<file path="src/rtl/mem_arb_pkg.sv">
// rtl/mem_arb_pkg.sv - shared types for the memory arbiter
package mem_arb_pkg;

  typedef enum logic [1:0] {DRAIN, IDLE, BUSY_I, BUSY_D} state_t;
  typedef enum logic {REQ_I, REQ_D} req_t;

  function automatic int word_bits(input int blocksize);
    return $clog2(blocksize);
  endfunction

endpackage

</file>
<file path="src/rtl/mem_arb_rr.sv">
// rtl/mem_arb_rr.sv - two-input round-robin picker
// On a tie the side that did not win last time is granted.
module mem_arb_rr
  import mem_arb_pkg::*;
(
  input  logic i_req,
  input  logic d_req,
  input  req_t last_grant,
  output logic grant_valid,
  output req_t grant
);

  always_comb begin
    grant_valid = i_req | d_req;
    grant       = REQ_I;
    if (i_req && d_req) begin
      grant = (last_grant == REQ_I) ? REQ_D : REQ_I;
    end else if (d_req) begin
      grant = REQ_D;
    end
  end

endmodule

</file>
<file path="src/rtl/mem_arbiter.sv">
// rtl/mem_arbiter.sv - I/D cache block-burst arbiter for the shared memory
// Outputs are gated with reset so a burst is abandoned in the cycle reset rises.
module mem_arbiter
  import mem_arb_pkg::*;
#(
  parameter int BLOCKSIZE   = 4,
  parameter int WAIT_CYCLES = 1
) (
  input  logic                              clk,
  input  logic                              reset,
  input  logic                              i_req,
  input  logic [31:0]                       i_addr,
  output logic [31:0]                       i_rd,
  output logic                              i_wordvalid,
  output logic                              i_done,
  input  logic                              d_req,
  input  logic                              d_we,
  input  logic [31:0]                       d_addr,
  input  logic [31:0]                       d_wd,
  output logic [31:0]                       d_rd,
  output logic                              d_wordvalid,
  output logic                              d_done,
  output logic [word_bits(BLOCKSIZE)-1:0]   burst_word,
  output logic                              mem_re,
  output logic                              mem_we,
  output logic [31:0]                       mem_a,
  output logic [31:0]                       mem_wd,
  input  logic [31:0]                       mem_rd,
  input  logic                              mem_valid
);

  localparam int WB = word_bits(BLOCKSIZE);
  localparam int DW = $clog2(WAIT_CYCLES + 4);
  localparam logic [WB-1:0] LAST_WORD  = WB'(BLOCKSIZE - 1);
  localparam logic [DW-1:0] DRAIN_LOAD = DW'(WAIT_CYCLES + 3);

  state_t        state, state_n;
  logic [DW-1:0] drain_cnt, drain_cnt_n;
  logic [WB-1:0] word_cnt, word_cnt_n;
  req_t          last_grant, last_grant_n;
  logic          grant_valid;
  req_t          grant;
  logic          busy_i, busy_d, busy;
  logic [31:0]   owner_addr;
  logic          last_word;
  logic          unused_addr_bits;

  mem_arb_rr u_rr (
    .i_req       (i_req),
    .d_req       (d_req),
    .last_grant  (last_grant),
    .grant_valid (grant_valid),
    .grant       (grant)
  );

  always_ff @(posedge clk) begin
    if (reset) begin
      state      <= DRAIN;
      drain_cnt  <= DRAIN_LOAD;
      word_cnt   <= '0;
      last_grant <= REQ_I;
    end else begin
      state      <= state_n;
      drain_cnt  <= drain_cnt_n;
      word_cnt   <= word_cnt_n;
      last_grant <= last_grant_n;
    end
  end

  // mem_valid is deliberately ignored outside BUSY so stale completions vanish.
  always_comb begin
    state_n      = state;
    drain_cnt_n  = drain_cnt;
    word_cnt_n   = word_cnt;
    last_grant_n = last_grant;
    case (state)
      DRAIN: begin
        if (drain_cnt == '0) state_n = IDLE;
        else                 drain_cnt_n = drain_cnt - 1'b1;
      end
      IDLE: begin
        if (grant_valid) begin
          state_n      = (grant == REQ_D) ? BUSY_D : BUSY_I;
          last_grant_n = grant;
          word_cnt_n   = '0;
        end
      end
      BUSY_I, BUSY_D: begin
        if (mem_valid) begin
          word_cnt_n = word_cnt + 1'b1;
          if (word_cnt == LAST_WORD) state_n = IDLE;
        end
      end
      default: state_n = DRAIN;
    endcase
  end

  assign busy_i     = !reset && (state == BUSY_I);
  assign busy_d     = !reset && (state == BUSY_D);
  assign busy       = busy_i | busy_d;
  assign owner_addr = busy_d ? d_addr : i_addr;
  assign last_word  = (word_cnt == LAST_WORD);

  assign mem_a      = busy ? {owner_addr[31:WB+2], word_cnt, 2'b00} : '0;
  assign mem_re     = busy_i | (busy_d & ~d_we);
  assign mem_we     = busy_d & d_we;
  assign mem_wd     = busy ? d_wd : '0;
  assign burst_word = busy ? word_cnt : '0;

  assign i_rd        = busy_i ? mem_rd : '0;
  assign i_wordvalid = busy_i & mem_valid;
  assign i_done      = i_wordvalid & last_word;
  assign d_rd        = busy_d ? mem_rd : '0;
  assign d_wordvalid = busy_d & mem_valid;
  assign d_done      = d_wordvalid & last_word;

  assign unused_addr_bits = ^{i_addr[WB+1:0], d_addr[WB+1:0]};

endmodule

</file>
<file path="config.mk">
export PLATFORM = sky130hd
export DESIGN_NAME = mem_arbiter
export DESIGN_NICKNAME = d
export VERILOG_FILES = /design/src/rtl/mem_arb_pkg.sv /design/src/rtl/mem_arb_rr.sv /design/src/rtl/mem_arbiter.sv
export SDC_FILE = /design/constraint.sdc
export NUM_CORES = 1
export LEC_CHECK = 0
export ABC_AREA = 1
export BUFFER_PORTS_ARGS = -buffer_cell sky130_fd_sc_hd__buf_2
export CAP_MARGIN = 15
export CORE_AREA = 3 3 104 106
export CTS_CLUSTER_SIZE = 24
export DETAILED_ROUTE_END_ITERATION = 10
export DIE_AREA = 0 0 107 109
export GPL_ROUTABILITY_DRIVEN = 0
export GPL_TIMING_DRIVEN = 0
export SKIP_LAST_GASP = 1
export SLEW_MARGIN = 10
export SYNTH_ARGS = -nofsm -noshare
export SYNTH_HDL_FRONTEND = slang
export SYNTH_SLANG_ARGS = --single-unit
</file>
<file path="constraint.sdc">
create_clock -name clk -period 1.5 [get_ports clk]
set_input_delay 0.3 -clock clk [delete_from_list [all_inputs] [get_ports clk]]
set_output_delay 0.3 -clock clk [all_outputs]
set_load 0.01 [all_outputs]
</file>
==> results.txt <==
Result of the run - complete, but fails checks
Violated checks - negative setup slack
Maximum fanout along the worst path - 6
Final hold vios - 0
Sum Neg Setup Slack - -15.51 ns
Critical path start-end classification - reg -> out
Global-route wire length before repair - 14.5 mm
Critical Path Sink Type - output port
Arrival @ worst endpoint - 1.41 ns
Yosys warning count - 0
Final slew viol count - 0
Final routed wirelength across all metal layers - 10.4 mm
Buffer depth of the longest clock path - 2
Leak pwr - 2.55 nW
Hold Crit Start - reset
Placed Instances - 737
Clk root buf - sky130_fd_sc_hd__clkbuf_8
Site row count - 36
TritonCTS Buffers - 3
Hold slack - 0.321 ns
Final cycle utilization of the critical path - 1.14
Clk slew on worst S/H paths - 0.04 ns
Clock Sink Count - 8
Die area - 11,700 um2
Share of layout cells above drive strength 1 - 0.557
Upper clock frequency limit - 0.586 GHz
Fraction of met1 tracks used by global routing - 0.203
Routed wire per std cell - 13.9 um
Sum of net half-perimeters after detailed placement - 8.61 mm
Largest voltage drop on the vdd net - 355 uV
Core area - 9860 um2
Net count of the finished layout - 758
Number of cells on the worst hold path - 2
Initial antenna violation count - 0
Vias/cell - 4.04
Met2 GRT Util - 0.255
Maximum level of the CTS H-tree - 1
Ports placed on the boundary - 270
Final routed DRC violation total - 0
Vias in the first global route - 2,668
End of the worst register-to-register path - state[0]$_SDFFE_PP0P_
Sequential share of the synthesized area - 0.0991
Diodes inserted - 0
Synthesis-to-finish area growth - 129%
Final antenna-violating net count - 0
Non-filler cells, final - 752
Type of origin of the critical path - register
Origin of the critical flop-to-flop path - state[0]$_SDFFE_PP0P_
Detailed-route via count - 3,037
R2r worst-path depth - 6
Flop-to-flop setup slack - 0.24 ns
Power per standard cell area - 729 nW/um2
Smallest setup slack after layout - -0.205 ns
Post-synthesis area per instance - 4.70 um2
Tmin final - 1.71 ns
Initial DRT Pass Iterations - 4
Syn Std Cell Area - 1620 um2
Maximum Capacitance Violations - 0
Congestion Overflow GR - 0
Power after layout - 2.70 mW
Initial standard-cell utilization of the core - 0.164
Setup violators final - 125
Most used routing layer - met2
Critical path required time - 1.20 ns
Total of buffers placed on input and output ports - 259
Unrepaired setup endpoints after global routing - yes
Global-route usage over all layers - 0.158
Hold Path Class - in -> reg
Clock insertion delay at the later pin of the skew report - 0.23 ns
Flip-flop and latch count after synthesis - 8
Yosys cell types - 21
Met3 Resource Use GR - 0.0634
Maximum number of pins on one net before global-route repair - 11
Final clock skew - 0.00133 ns
1st-iter DRT viols - 175
Die span in x - 107 um
Number of instances in the synthesized netlist - 344
Hold Path Sink - last_grant$_SDFFE_PP0P_
Clock tree from TritonCTS - built
Die span in y - 109 um
## per-layer routing
metal	wire length [um]	vias to the layer above	share of wire
met5	0	-	0
met4	80	0	0.0077
met3	1120	9	0.11
met2	5010	138	0.48
met1	4240	1336	0.41
li1	-	1554	-
## timing repair
item / CTS / global route
gates cloned: 5 / 1
buffers inserted: 5 / 1
hold buffers: 0 / 0
gates resized for setup: 101 / 29
pin swaps: 4 / 12
endpoints found under the setup margin: 134 / 134
## worst max path at each step
stage,startpoint,to,slack (ns),cells after the start
2_1_floorplan,state[1]$_SDFFE_PP0P_,mem_a[2],0.07,6
3_3_place_gp,reset,d_rd[0],-0.21,6
3_5_place_dp,reset,d_rd[0],-0.19,6
4_1_cts,state[1]$_SDFFE_PP0P_,mem_a[25],-0.17,8
5_1_grt,state[1]$_SDFFE_PP0P_,mem_a[22],-0.27,8
6_report,state[1]$_SDFFE_PP0P_,mem_a[22],-0.21,8
## through the flow
stage | worst slack, ns | instance area [um2] | util
2_1_floorplan | 0.0668 | 1620 | -
3_3_place_gp | -0.213 | 3080 | 0.313
3_5_place_dp | -0.186 | 3080 | 0.313
4_1_cts | -0.172 | 3550 | 0.360
5_1_grt | -0.270 | 3700 | 0.375
6_report | -0.205 | 3700 | 0.375
## registers in the layout (all words and copies together), names as in the netlist
signal      cells
drain_cnt       3
last_grant      1
state           2
word_cnt        2
## cells in the mapped netlist
cell | count | share of area
sky130_fd_sc_hd__nor2_1 | 108 | 0.25
sky130_fd_sc_hd__inv_1 | 74 | 0.17
sky130_fd_sc_hd__nand3_1 | 60 | 0.19
sky130_fd_sc_hd__nand2_1 | 43 | 0.10
sky130_fd_sc_hd__buf_2 | 14 | 0.043
sky130_fd_sc_hd__dfxtp_1 | 8 | 0.099
sky130_fd_sc_hd__a21oi_1 | 6 | 0.019
sky130_fd_sc_hd__buf_4 | 4 | 0.019
sky130_fd_sc_hd__clkbuf_1 | 4 | 0.0093
sky130_fd_sc_hd__o21ai_0 | 4 | 0.012
sky130_fd_sc_hd__buf_6 | 3 | 0.021
sky130_fd_sc_hd__ha_1 | 3 | 0.023
sky130_fd_sc_hd__inv_2 | 3 | 0.0070
sky130_fd_sc_hd__nand2_2 | 2 | 0.0077
sky130_fd_sc_hd__nor3_1 | 2 | 0.0062
sky130_fd_sc_hd__a21boi_0 | 1 | 0.0046
sky130_fd_sc_hd__a21oi_2 | 1 | 0.0054
sky130_fd_sc_hd__buf_1 | 1 | 0.0023
sky130_fd_sc_hd__conb_1 | 1 | 0.0023
sky130_fd_sc_hd__nor2_4 | 1 | 0.0070
sky130_fd_sc_hd__o21ai_1 | 1 | 0.0031
## cell families after synthesis
group           synth area share
compound gates            0.0442
simple gates               0.558
flops                     0.0991
other cells              0.00232
buf+inv                    0.273
fa+ha+maj                 0.0232
## layout make-up
type,count,area [um2]
sequential,8,161
multi-input combinational,234,1220
tap,133,166
fill,1141,6160
buffer,26,273
clock buffer,3,41.3
timing repair buffer,271,1550
inverter,77,294
## critical path, stage by stage (launching register included)
cell and delay, ns:
sky130_fd_sc_hd__dfxtp_2 0.33, sky130_fd_sc_hd__inv_2 0.05, sky130_fd_sc_hd__nor2_4 0.09, sky130_fd_sc_hd__buf_6 0.15, sky130_fd_sc_hd__buf_8 0.13, sky130_fd_sc_hd__buf_6 0.13
sky130_fd_sc_hd__nand3_2 0.07, sky130_fd_sc_hd__nand2_1 0.09, sky130_fd_sc_hd__buf_2 0.13
## cells in the final DEF, fill, tap and decap left out, types with 5 or more instances in the layout
cell type,n
sky130_fd_sc_hd__buf_2,243
sky130_fd_sc_hd__nor2_1,85
sky130_fd_sc_hd__inv_1,74
sky130_fd_sc_hd__nand3_1,50
sky130_fd_sc_hd__nand2_1,42
sky130_fd_sc_hd__buf_6,28
sky130_fd_sc_hd__buf_4,17
sky130_fd_sc_hd__nor2_4,13
sky130_fd_sc_hd__nor2_2,11
sky130_fd_sc_hd__nand3_2,10
sky130_fd_sc_hd__dfxtp_1,7
sky130_fd_sc_hd__clkbuf_8,5
sky130_fd_sc_hd__a21oi_1,5
## where the power goes
group	internal, mW	leakage [nW]	total (mW)	switching (mW)
Combinational	0.884	2.47	2.12	1.24
Clock	0.174	0.0216	0.264	0.0898
Sequential	0.286	0.0663	0.313	0.0271
Total	1.34	2.55	2.70	1.36
Power figures use the tool's default switching activity.
